File: src/rtl/regf_wb.sv
// Register-file writeback: ALU results take priority over buffered load results;
// a scoreboard tracks destinations with outstanding loads for RAW stalls.
module regf_wb #(
  parameter int DW         = 32,
  parameter int AW         = 6,
  parameter int FIFO_DEPTH = 4,
  localparam int PW        = $clog2(FIFO_DEPTH)
) (
  input  logic          i_clk,
  input  logic          i_rst_n,
  input  logic          i_alu_valid,
  input  logic [AW-1:0] i_alu_addr,
  input  logic [DW-1:0] i_alu_data,
  input  logic          i_ld_valid,
  output logic          o_ld_ready,
  input  logic [AW-1:0] i_ld_addr,
  input  logic [DW-1:0] i_ld_data,
  input  logic          i_pend_set,
  input  logic [AW-1:0] i_pend_addr,
  output logic [63:0]   o_busy,
  output logic          o_stall,
  output logic [PW:0]   o_fifo_cnt,
  output logic          o_we,
  output logic [AW-1:0] o_waddr,
  output logic [DW-1:0] o_wdata
);

  localparam logic [AW-1:0] REG_ZERO = '0;
  localparam logic [AW-1:0] REG_PC   = AW'(63);
  localparam logic [PW:0]   FULL     = (PW+1)'(FIFO_DEPTH);

  function automatic logic discard(input logic [AW-1:0] a);
    return (a == REG_ZERO) || (a == REG_PC);
  endfunction

  logic [AW-1:0] fifo_addr [FIFO_DEPTH];
  logic [DW-1:0] fifo_data [FIFO_DEPTH];
  logic [PW-1:0] wr_ptr, rd_ptr;
  logic [PW:0]   cnt;
  logic          alu_win, push, pop;
  logic          vld_p1, src_ld_p1;
  logic [AW-1:0] waddr_p1;
  logic [DW-1:0] wdata_p1;
  logic [63:0]   busy, busy_nxt;

  // Selection: ALU wins unless its destination is discarded; ready ignores same-cycle pops.
  assign o_ld_ready = (cnt != FULL);
  assign o_stall    = (cnt == FULL);
  assign alu_win    = i_alu_valid && !discard(i_alu_addr);
  assign pop        = !alu_win && (cnt != '0);
  assign push       = i_ld_valid && o_ld_ready && !discard(i_ld_addr);

  always_ff @(posedge i_clk) begin
    if (push) begin
      fifo_addr[wr_ptr] <= i_ld_addr;
      fifo_data[wr_ptr] <= i_ld_data;
    end
  end

  always_ff @(posedge i_clk or negedge i_rst_n) begin
    if (!i_rst_n) begin
      wr_ptr <= '0;
      rd_ptr <= '0;
      cnt    <= '0;
    end else begin
      if (push) wr_ptr <= wr_ptr + PW'(1);
      if (pop)  rd_ptr <= rd_ptr + PW'(1);
      case ({push, pop})
        2'b10:   cnt <= cnt + (PW+1)'(1);
        2'b01:   cnt <= cnt - (PW+1)'(1);
        default: cnt <= cnt;
      endcase
    end
  end

  // p1: registered write port; address/data hold when nothing commits.
  always_ff @(posedge i_clk or negedge i_rst_n) begin
    if (!i_rst_n) begin
      vld_p1    <= 1'b0;
      src_ld_p1 <= 1'b0;
      waddr_p1  <= '0;
      wdata_p1  <= '0;
    end else if (alu_win) begin
      vld_p1    <= 1'b1;
      src_ld_p1 <= 1'b0;
      waddr_p1  <= i_alu_addr;
      wdata_p1  <= i_alu_data;
    end else if (pop) begin
      vld_p1    <= 1'b1;
      src_ld_p1 <= 1'b1;
      waddr_p1  <= fifo_addr[rd_ptr];
      wdata_p1  <= fifo_data[rd_ptr];
    end else begin
      vld_p1    <= 1'b0;
      src_ld_p1 <= 1'b0;
    end
  end

  // Clear applied before set so a same-edge set wins.
  always_comb begin
    busy_nxt = busy;
    if (vld_p1 && src_ld_p1) busy_nxt[waddr_p1] = 1'b0;
    if (i_pend_set && !discard(i_pend_addr)) busy_nxt[i_pend_addr] = 1'b1;
    busy_nxt[0]  = 1'b0;
    busy_nxt[63] = 1'b0;
  end

  always_ff @(posedge i_clk or negedge i_rst_n) begin
    if (!i_rst_n) busy <= '0;
    else          busy <= busy_nxt;
  end

  assign o_busy     = busy;
  assign o_fifo_cnt = cnt;
  assign o_we       = vld_p1;
  assign o_waddr    = waddr_p1;
  assign o_wdata    = wdata_p1;

endmodule

File: config.mk
export PLATFORM = sky130hd
export DESIGN_NAME = regf_wb
export DESIGN_NICKNAME = d
export VERILOG_FILES = /design/src/rtl/regf_wb.sv
export SDC_FILE = /design/constraint.sdc
export NUM_CORES = 1
export LEC_CHECK = 0
export BUFFER_PORTS_ARGS = -buffer_cell sky130_fd_sc_hd__buf_2
export CAP_MARGIN = 20
export CORE_MARGIN = 5
export CORE_UTILIZATION = 60
export CTS_CLUSTER_DIAMETER = 80
export DETAILED_ROUTE_END_ITERATION = 16
export PLACE_DENSITY = 0.82
export SLEW_MARGIN = 10
export SYNTH_ARGS = -nofsm -noshare
export SYNTH_HDL_FRONTEND = slang
export SYNTH_SLANG_ARGS = --single-unit
File: constraint.sdc
create_clock -name i_clk -period 4.7 [get_ports i_clk]
set_clock_uncertainty 0.2 [all_clocks]
set_input_delay 0.47 -clock i_clk [delete_from_list [all_inputs] [get_ports i_clk]]
set_output_delay 0.47 -clock i_clk [all_outputs]
set_load 0.01 [all_outputs]
==> out/metrics.yaml <==
place:
  hpwlAfterDp_um: 15200
  place_congestion: 0.905
  dp_slack_ns: 1.74
  io_buffers: 192
worst_setup_path:
  setup.worst_path.end_class: "flip-flop"
  cp_slowest_cell: "dlygate4sd3_1"
  worstPathMaxFanout: 7
  path_cells: "dlygate4sd3_1 -> buf_2 -> or4_1 -> o311ai_1 -> a31oi_1 -> inv_1 -> ha_1 -> inv_1 -> fa_1 -> xor2_1 -> nor2_1 -> xor2_1"
  max_stage_delay_ns: 0.54
  path_class: "in -> reg"
  cp.arrival_ns: 3.29
  required_ns: 4.94
  critPathLaunchType: "input pin"
sta:
  slew_headroom_pct: 29.9
  hold_violations: 0
  min_period_over_period_pct: 65.0
  period_minus_slack_ns: 3.05
  finalSetupViolCount: 0
  tightest_slew_ns: 1.05
  rsz0062_at_grt: "no"
  fin_tns_setup_ns: 0
  fmax_mhz: 327
  fin_hold_ws_ns: 0.0143
  final.setup.worst_slack_ns: 1.65
  slew_violations: 0
global_route:
  grt_pass1_vias: 6808
  grt_usage_pct: 24.6
  overflow: 0
  antenna_found_initial: 0
  grt_first_pass_wirelength_um: 38600
  grt_max_degree: 69
clock_tree:
  clk_pin_slew_ns: 0.06
  cts_tree: "built"
  post_cts_buffers: 0
  cts.hold.buffers_added: 66
  clk_root_buffer_cell: "clkbuf_16"
  clkLatencyLatePin_ns: 0.51
  cts_buffer_depth: 3
  numCtsBuffers: 25
  cts.sinks: 261
  cts_resized: 0
  htree_levels: 1
pwr:
  power.density_nw_per_um2: 626
  total_power_uw: 8230
  ir_drop_mv: 0.400
  cellLeakagePower_uw: 0.00495
routing:
  drt_first_pass_iters: 6
  wl_per_cell_um: 22.2
  viasPerCell: 5.94
  drc: 0
  drtIter0Drc: 512
  wl_um: 25000
  ant_nets: 0
  vias: 6702
logic_synthesis:
  synthCells: 621
  async_reset_ff_share_pct: 41.8
  synth_area_um2: 10500
  synth_area_per_cell_um2: 16.9
  synth_top_cell_by_area: "edfxtp_1"
  synth_ff_type: "edfxtp_1"
  synthTopCellsByArea: "edfxtp_1, dfrtp_1, mux4_2"
  seq_area_frac_synth_pct: 69.4
  ys_types: 44
  synth-edff-count: 152
  synth_top_area_share_pct: 43.5
  yosysWarningCount: 0
  ys_ff_latch: 261
floorplanning:
  die_h_um: 142
  die_w_um: 142
  boundaryPins: 195
  die_area_um2: 20200
  start_util_pct: 60.9
  core.rowCount: 48
  core_area_um2: 17200
cells_and_area:
  syn_to_final_growth_pct: 25.1
  fillers: 998
  postLayoutCoreUtil_pct: 76.2
  fin_nets: 978
  drive_gt1_share_pct: 40.1
  diodes: 0
  mostFrequentLayoutCell: "buf_2"
  final_cell_mix: "buf_2, edfxtp_1, o21ai_0, dfrtp_1, dlygate4sd3_1"
outcome:
  outcome: "finished clean"
min_path:
  hold_class: "in -> reg"
flow_run:
  cap_violations: 0
==> report_power, final <==
group	switching [uW]	internal, uW	total [uW]
logic	1260	1250	2510
clock network	821	1300	2120
registers	450	3140	3590
==> final timing paths <==
path	depth (start not counted)	slack (ns)	to	startpoint
max in group asynchronous	3	2.79	o_busy[26]	i_rst_n
setup / recovery	12	1.65	o_fifo_cnt[2]	i_ld_addr[0]
min in group asynchronous	2	0.45	o_busy[20]	i_rst_n
setup reg to reg	4	1.94	fifo_data[3][25]	o_fifo_cnt[2]
hold reg to reg	2	0.31	o_busy[56]	o_busy[56]
hold / removal	2	0.01	o_wdata[29]	i_alu_data[29]
==> sequential cells by signal, indices dropped and copies added, names as in the netlist <==
| register | count |
|---|---|
| fifo_addr | 24 |
| fifo_data | 128 |
| o_busy | 62 |
| o_fifo_cnt | 3 |
| o_waddr | 6 |
| o_wdata | 32 |
| o_we | 1 |
| rd_ptr | 2 |
| src_ld_p1 | 1 |
| wr_ptr | 2 |
==> final cells by class <==
cell class	count	area [um^2]	share of cell area (%)
clock inverter	16	230	1.75
timing repair buffer	263	1670	12.7
multi-input combinational	327	2990	22.8
sequential	261	7290	55.5
clock buffer	29	641	4.88
inverter	7	26.3	0.200
tap	225	282	2.14
==> cells in the mapped netlist, drive strengths merged (3+ instances only) <==
master and count:
or2 6, buf 16, nand3b 9, or3b 7, mux2 75, nand4 3
and2 6, nand2 14, o21ai 122, mux4 38, xor2 4, inv 7
clkbuf 11, or3 3, edfxtp 152, nor2b 3, ha 5, dfrtp 109
nand3 6, nor2 6
==> kinds of logic (layout without fill, tap and decap cells) <==
kind of cell	count (synthesis)	in the layout	synth area share, %
buf+inv	34	315	2.22
fa+ha+maj	6	6	0.786
simple gates	68	68	3.81
flops	261	261	69.4
xor+xnor	6	6	0.500
mux	114	114	16.8
compound gates	131	131	6.45
other cells	1	2	0.0357
==> routing by layer <==
metal  share of wire, %  GRT usage, %  vias up
met5                  0             0        -
met4                2.4          6.55        0
met3                9.7          4.20       57
met2                 52          43.8      404
met1                 36          31.8     3322
li1                   -             -     2919
==> critical path: cells and delay by family <==
kind	cells	cell delay [ns]
buffers and inverters	4	0.88
AND/OR/NAND/NOR	2	0.63
adder cells (fa/ha/maj)	2	0.58
AO/OA/AOI/OAI	2	0.44
XOR/XNOR	2	0.30
==> metrics by stage <==
step | instances | area, um^2
global route | 1128 | 13100
detailed placement | 1016 | 11600
global placement | 1016 | 11600
CTS | 1127 | 13100
floorplan | 622 | 10500
finish | 1128 | 13100
(Power assumes the default switching activity.)
